$ cat src/rtl/pipe_skid_reg_pkg.sv
// -----------------------------------------------------------------------------
// pipe_skid_reg_pkg
// Shared definitions for the elastic pipeline-stage register.
//   - occ_e          : occupancy encodings (EMPTY / BUSY / FULL)
//   - stage bundle   : field widths of the packed inter-stage bundle
//                      (pc, alusel, aluop, operands, offset, wd, wreg)
//   - STAGE_NOP      : the bubble bundle a stage carries when it is empty,
//                      assembled from the legacy EX_NOP / Sel_Nor / NOPAddr /
//                      ZeroWord constants
// -----------------------------------------------------------------------------
package pipe_skid_reg_pkg;

    // Occupancy of a stage register; also its state.
    typedef enum logic [1:0] {
        OCC_EMPTY = 2'd0,
        OCC_BUSY  = 2'd1,
        OCC_FULL  = 2'd2
    } occ_e;

    // Stage bundle field widths.
    localparam int unsigned PC_W     = 32;
    localparam int unsigned ALUSEL_W = 3;
    localparam int unsigned ALUOP_W  = 7;
    localparam int unsigned REG_W    = 32;
    localparam int unsigned OFFSET_W = 16;
    localparam int unsigned WD_W     = 5;
    localparam int unsigned STAGE_W  = PC_W + ALUSEL_W + ALUOP_W + 2 * REG_W
                                     + OFFSET_W + WD_W + 1;

    // Legacy bubble constants.
    localparam logic [ALUOP_W-1:0]  EX_NOP    = '0;
    localparam logic [ALUSEL_W-1:0] SEL_NOR   = '0;
    localparam logic [WD_W-1:0]     NOP_ADDR  = '0;
    localparam logic [REG_W-1:0]    ZERO_WORD = '0;

    typedef struct packed {
        logic [PC_W-1:0]     pc;
        logic [ALUSEL_W-1:0] alusel;
        logic [ALUOP_W-1:0]  aluop;
        logic [REG_W-1:0]    reg1;
        logic [REG_W-1:0]    reg2;
        logic [OFFSET_W-1:0] offset;
        logic [WD_W-1:0]     wd;
        logic                wreg;
    } stage_bundle_t;

    // A bubble: no register write, NOP operation, zero operands.
    localparam stage_bundle_t STAGE_NOP = '{
        pc:     ZERO_WORD,
        alusel: SEL_NOR,
        aluop:  EX_NOP,
        reg1:   ZERO_WORD,
        reg2:   ZERO_WORD,
        offset: '0,
        wd:     NOP_ADDR,
        wreg:   1'b0
    };

endpackage

$ cat src/rtl/pipe_skid_reg_if.sv
// -----------------------------------------------------------------------------
// pipe_skid_reg_if
// Handshake bundle around one pipeline-stage register.
//   in_valid / in_ready / in_data    : upstream side
//   out_valid / out_ready / out_data : downstream side
// Modports:
//   slave  : the stage register itself
//   master : whoever drives the stage (upstream producer + downstream consumer)
//
// Handshake: a beat transfers on a rising clk edge where valid & ready are
// both 1. While valid=1 and ready=0 the producer keeps data stable; ready may
// be changed by the consumer at any time and does not depend on anything
// else being asserted first.
// -----------------------------------------------------------------------------
interface pipe_skid_reg_if
    import pipe_skid_reg_pkg::*;
#(
    parameter int unsigned DATA_W = STAGE_W
);
    logic              in_valid;
    logic              in_ready;
    logic [DATA_W-1:0] in_data;
    logic              out_valid;
    logic              out_ready;
    logic [DATA_W-1:0] out_data;

    modport slave (
        input  in_valid,
        input  in_data,
        output in_ready,
        output out_valid,
        output out_data,
        input  out_ready
    );

    modport master (
        output in_valid,
        output in_data,
        input  in_ready,
        input  out_valid,
        input  out_data,
        output out_ready
    );
endinterface

$ cat src/rtl/pipe_skid_reg.sv
// -----------------------------------------------------------------------------
// pipe_skid_reg
// Elastic pipeline-stage register carrying an opaque DATA_W payload.
//   SKID=1 : two entries (main + skid), in_ready is a flop.
//   SKID=0 : one entry, in_ready = !out_valid | out_ready (combinational).
// Ports:
//   clk          : clock, all state on posedge
//   rst          : synchronous active-high reset, clears everything
//   flush        : synchronous clear of held entries; stall counter kept
//   bus          : pipe_skid_reg_if.slave handshake bundle
//   occupancy    : entries held (0..2), doubles as the state for debug
//   stall_cycles : saturating count of cycles with out_valid & !out_ready
// out_data comes straight from the main register, which holds NOP_VALUE
// whenever the stage is empty.
// -----------------------------------------------------------------------------
module pipe_skid_reg
    import pipe_skid_reg_pkg::*;
#(
    parameter int unsigned       DATA_W    = STAGE_W,
    parameter logic [DATA_W-1:0] NOP_VALUE = '0,
    parameter bit                SKID      = 1'b1,
    parameter int unsigned       CNT_W     = 16
) (
    input  logic             clk,
    input  logic             rst,
    input  logic             flush,
    pipe_skid_reg_if.slave   bus,
    output logic [1:0]       occupancy,
    output logic [CNT_W-1:0] stall_cycles
);

    occ_e              occ_q, occ_d;
    logic [DATA_W-1:0] main_q, main_d;
    logic [DATA_W-1:0] skid_q, skid_d;
    logic              out_valid_q;
    logic [CNT_W-1:0]  stall_q;

    logic in_ready;
    logic in_fire;
    logic out_fire;

    assign in_fire  = bus.in_valid & in_ready;
    assign out_fire = out_valid_q & bus.out_ready;

    // Next-state: flush beats every transfer. An out fire in the flush cycle
    // has already been taken by downstream, so dropping it here is correct.
    always_comb begin
        occ_d  = occ_q;
        main_d = main_q;
        skid_d = skid_q;
        if (flush) begin
            occ_d  = OCC_EMPTY;
            main_d = NOP_VALUE;
            skid_d = NOP_VALUE;
        end else begin
            case (occ_q)
                OCC_EMPTY: begin
                    if (in_fire) begin
                        main_d = bus.in_data;
                        occ_d  = OCC_BUSY;
                    end
                end
                OCC_BUSY: begin
                    if (in_fire && out_fire) begin
                        main_d = bus.in_data;
                    end else if (out_fire) begin
                        main_d = NOP_VALUE;
                        occ_d  = OCC_EMPTY;
                    end else if (in_fire && SKID) begin
                        // Downstream stalled while we were still ready:
                        // park the new beat in the skid entry.
                        skid_d = bus.in_data;
                        occ_d  = OCC_FULL;
                    end
                end
                OCC_FULL: begin
                    if (out_fire) begin
                        main_d = skid_q;
                        skid_d = NOP_VALUE;
                        occ_d  = OCC_BUSY;
                    end
                end
                default: begin
                    occ_d  = OCC_EMPTY;
                    main_d = NOP_VALUE;
                    skid_d = NOP_VALUE;
                end
            endcase
        end
    end

    always_ff @(posedge clk) begin
        if (rst) begin
            occ_q       <= OCC_EMPTY;
            main_q      <= NOP_VALUE;
            skid_q      <= NOP_VALUE;
            out_valid_q <= 1'b0;
            stall_q     <= '0;
        end else begin
            occ_q       <= occ_d;
            main_q      <= main_d;
            skid_q      <= skid_d;
            out_valid_q <= (occ_d != OCC_EMPTY);
            if (out_valid_q && !bus.out_ready && (stall_q != {CNT_W{1'b1}})) begin
                stall_q <= stall_q + CNT_W'(1);
            end
        end
    end

    generate
        if (SKID) begin : g_skid
            // Registered ready: low only while both entries are held (and
            // for the reset cycle), so upstream never sees a path through
            // out_ready.
            logic in_ready_q;
            always_ff @(posedge clk) begin
                if (rst) begin
                    in_ready_q <= 1'b0;
                end else begin
                    in_ready_q <= (occ_d != OCC_FULL);
                end
            end
            assign in_ready = in_ready_q;
        end else begin : g_single
            assign in_ready = ~out_valid_q | bus.out_ready;
        end
    endgenerate

    assign bus.in_ready  = in_ready;
    assign bus.out_valid = out_valid_q;
    assign bus.out_data  = main_q;
    assign occupancy     = occ_q;
    assign stall_cycles  = stall_q;

endmodule

$ cat src/flat_wrapper.sv
// flat-port wrapper written by rule: the top's interface ports become plain ports
module pipe_skid_reg_flat import pipe_skid_reg_pkg::*;
#(
    parameter int unsigned       DATA_W    = STAGE_W,
    parameter logic [DATA_W-1:0] NOP_VALUE = '0,
    parameter bit                SKID      = 1'b1,
    parameter int unsigned       CNT_W     = 16
)
  (clk, rst, flush, occupancy, stall_cycles, bus_in_valid, bus_in_data, bus_in_ready, bus_out_valid, bus_out_data, bus_out_ready);
  pipe_skid_reg_if #(.DATA_W(DATA_W)) bus_i ();
  input  logic clk;
  input  logic rst;
  input  logic flush;
  output logic [1:0] occupancy;
  output logic [CNT_W-1:0] stall_cycles;
  input wire logic [$bits(bus_i.in_valid)-1:0] bus_in_valid;
  input wire logic [$bits(bus_i.in_data)-1:0] bus_in_data;
  output wire logic [$bits(bus_i.in_ready)-1:0] bus_in_ready;
  output wire logic [$bits(bus_i.out_valid)-1:0] bus_out_valid;
  output wire logic [$bits(bus_i.out_data)-1:0] bus_out_data;
  input wire logic [$bits(bus_i.out_ready)-1:0] bus_out_ready;
  assign bus_i.in_valid = bus_in_valid;
  assign bus_i.in_data = bus_in_data;
  assign bus_in_ready = bus_i.in_ready;
  assign bus_out_valid = bus_i.out_valid;
  assign bus_out_data = bus_i.out_data;
  assign bus_i.out_ready = bus_out_ready;
  pipe_skid_reg #(.DATA_W(DATA_W), .NOP_VALUE(NOP_VALUE), .SKID(SKID), .CNT_W(CNT_W)) u_core (.clk(clk), .rst(rst), .flush(flush), .bus(bus_i), .occupancy(occupancy), .stall_cycles(stall_cycles));
endmodule
$ cat config.mk
export PLATFORM = sky130hd
export DESIGN_NAME = pipe_skid_reg_flat
export DESIGN_NICKNAME = d
export VERILOG_FILES = /design/src/rtl/pipe_skid_reg_pkg.sv /design/src/rtl/pipe_skid_reg_if.sv /design/src/rtl/pipe_skid_reg.sv /design/src/flat_wrapper.sv
export SDC_FILE = /design/constraint.sdc
export NUM_CORES = 1
export LEC_CHECK = 0
export ABC_AREA = 1
export CORE_MARGIN = 1.5
export CORE_UTILIZATION = 40
export DETAILED_ROUTE_END_ITERATION = 6
export PLACE_DENSITY_LB_ADDON = 0.05
export SLEW_MARGIN = 40
export SYNTH_ARGS = -nofsm -noshare
export SYNTH_HDL_FRONTEND = slang
export SYNTH_SLANG_ARGS = --single-unit
$ cat constraint.sdc
create_clock -name clk -period 2.1 [get_ports clk]
set_clock_uncertainty 0.05 [all_clocks]
set_input_delay 0.21 -clock clk [delete_from_list [all_inputs] [get_ports clk]]
set_output_delay 0.21 -clock clk [all_outputs]
set_load 0.1 [all_outputs]
==> run_results.csv <==
group,metric,value,unit
critical_path,cp-end-kind,"register",
power,comb_power_share,13.9,%
synthesis,ys_seq_elements,276,
timing,hold_viol,0,
grt,gr-usage-met2,40.1,%
critical_path,crit_path_max_incr_delay,400,ps
route,num_vias,12918,
synthesis,yosys.area.top_type,"dfxtp_1",
timing,max_slew_margin,61.3,%
power,peakVddDrop,464,uV
synthesis,yosys_warnings,0,
cts,post_cts_buffers,0,
power,seqPwrFrac,40.8,%
cts,clk_latency,500,ps
power,swShare,26.9,%
power,p_int,9.65,mW
grt,grt_pass1_vias,12105,
synthesis,syn_nets,2028,
cells_and_area,fin_nets,2253,
route,drt-initial-drc-count,896,
grt,use_met1,32.8,%
floorplanning,die_area,32500,sq um
cts,cts_max_level,2,
power,p_leak,7.01,nW
power,power,13.2,mW
floorplanning,die_h,180,microns
synthesis,yosysSeqAreaShare,44.0,%
cells_and_area,multi_input_area,5800,sq um
critical_path,path_cells,"inv_2 -> nand2_1 -> nand2_4 -> buf_4 -> o21ai_0 -> a21oi_1",
route,ant_nets,0,
timing,setup_tns,0,ps
cts,cts_buffers,34,
critical_path,cp.required,2480,ps
cts,clockBufferDepth,3,
cts,clkSinkCount,276,
power,clkPwrFrac,45.3,%
grt,grt_first_pass_wirelength,65.1,mm
critical_path,start_kind,"register",
floorplanning,initial_core_util,40.8,%
synthesis,synth.top_cell.area_share,44.0,%
power,switchingPower,3.54,mW
synthesis,synth_area,12600,sq um
synthesis,synthArstFlopShare,0,%
critical_path,cpMaxStageDelayCell,"buf_4",
run_status,outcome,"finished with violations",
route,viasPerCell,5.09,
power,cellPowerDensity,793,nW/um^2
critical_path,cp.arrival,2170,ps
synthesis,syn_inst,1894,
run,drv_cap,0,
synthesis,synth-edff-count,0,
route,totalWireLength,40.5,mm
cells_and_area,fillers,3037,
grt,antenna_found_initial,2,
route,drt_first_pass_iters,7,
cts,cts_root_buffer,"clkbuf_16",
cts,cts.reportedPaths.clkPinSlew,60,ps
cts,cts_resized,0,
critical_path,critPathMaxFanout,43,
synthesis,synth_most_common_cell,"nand2_1",
critical_path,cp_num_buf_inv,2,
grt,grt_max_degree,67,
synthesis,netlist_top_cells_count,"nand2_1 (547), dfxtp_1 (276), a21oi_1 (238)",
placed_design,hpwl,25.9,mm
timing,layout_min_cycle_time,1780,ps
run_status,violations,"design-rule violations",
grt,track_usage,24.5,%
timing,worst_pin_slew,580,ps
timing,min_period_over_period,85.0,%
synthesis,avgSynthCellArea,6.63,sq um
cells_and_area,seq_area,5530,sq um
grt,met3_usage,4.43,%
route,drc,20,
timing,finalSetupViolCount,0,
grt,top_usage_layer,"met2",
floorplanning,io_pins,281,
timing,fmax,0.560,GHz
floorplanning,placeableCoreArea,30700,sq um
timing,drv_slew,0,
min_path,holdCritPathClass,"in2reg",
cts,ctsHoldBuffers,0,
cts,cts_tree,"done",
placed_design,port_buffers,280,
floorplanning,rows,64,
synthesis,ys_types,27,
critical_path,path_delay_family,"buffers and inverters",
cells_and_area,syn_to_final_growth,32.5,%
timing,rsz0062_at_grt,"false",
cells_and_area,drive_gt1_share,12.7,%
grt,overflow,0,
floorplanning,die_w,180,microns
synthesis,ys.flop_type,"dfxtp_1",
route,wire_per_inst,15.9,microns
placed_design,gp_congestion,0.777,
synthesis,synth.area.top_cells,"dfxtp_1 (44%), nand2_1 (16%), a21oi_1 (9.5%)",
critical_path,timing.setup.critical_path_class,"reg2reg",
==> placed cells by master, fill, tap and decap left out, types with 3 or more instances in the layout <==
cell type	netlist	routed
bufinv_16	0	3
nor2_4	1	5
o22ai_1	44	44
inv_2	8	6
xor2_1	4	4
nand4_1	5	5
nand2_1	547	545
nor3_1	9	9
clkinv_2	0	7
dfxtp_2	0	7
buf_4	5	177
nand3_1	58	58
o21ai_0	171	171
clkdlybuf4s50_1	0	132
buf_12	0	21
nor2_1	223	220
a21oi_1	238	238
o21ai_1	11	11
clkbuf_1	59	9
clkbuf_16	0	37
inv_1	150	150
clkbuf_8	0	4
dfxtp_1	276	269
==> worst reg2reg max path, cell delays in order (launching register included) <==
cell,delay [ps]
dfxtp_2,350
inv_2,200
nand2_1,200
nand2_4,230
buf_4,410
o21ai_0,150
a21oi_1,130
==> flip-flops by register name (all words and copies together), names as in the netlist <==
register and count:
u_core.bus.out_data 128, u_core.occupancy 2, u_core.bus.out_valid 1, u_core.skid_q 128, u_core.stall_cycles 16, u_core.bus.in_ready 1
==> power by group through the flow <==
stage / Combinational (mW) / Clock (mW) / Sequential [mW]
floorplan: 0.648 / 0 / 6.00
global placement: 1.83 / 0 / 5.50
detailed placement: 1.84 / 0 / 5.50
CTS: 1.85 / 6.10 / 5.38
global route: 1.98 / 6.35 / 5.39
finish: 1.84 / 5.98 / 5.38
==> kinds of logic after synthesis <==
kind of cell	share of synthesized area, %
flops	44.0
buf+inv	10.2
fa+ha+maj	0.0996
compound gates	19.1
xor+xnor	0.418
simple gates	26.1
==> metal layers <==
| metal | wire [microns] | up-vias |
|---|---|---|
| li1 | - | 6494 |
| met1 | 18200 | 5929 |
| met2 | 18600 | 434 |
| met3 | 2850 | 59 |
| met4 | 869 | 2 |
| met5 | 11 | - |
==> per-stage QoR <==
step	cell area, sq um	std cells	worst slack, ps	util (%)	hold slack (ps)
3_3_place_gp	15500	2479	69.6	50.4	385
2_1_floorplan	12600	1894	21.4	-	316
3_5_place_dp	15500	2479	38.7	50.4	386
4_1_cts	16600	2539	309	54.1	288
6_report	16600	2540	315	54.1	307
5_1_grt	16600	2540	47.0	54.1	301
==> cell type report <==
class                   instances  share of cell area (%)
diodes                          1                  0.0150
clock buffers                  50                    6.10
clock inverters                10                   0.752
inverters                     158                    3.59
multi-input cells            1319                    34.8
flip-flops and latches        276                    33.3
well taps                     396                    2.98
repair buffers                330                    18.5
==> worst paths after layout <==
check | cells after the start | start | slack (ps) | endpoint
setup / recovery | 6 | u_core.occupancy[1] | 320 | u_core.skid_q[107]
hold / removal | 3 | bus_in_data[38] | 310 | u_core.skid_q[38]
setup reg to reg | 6 | u_core.occupancy[1] | 320 | u_core.skid_q[107]
hold reg to reg | 2 | u_core.skid_q[123] | 390 | u_core.skid_q[123]
Note: power is estimated with default switching activity, not from simulation.
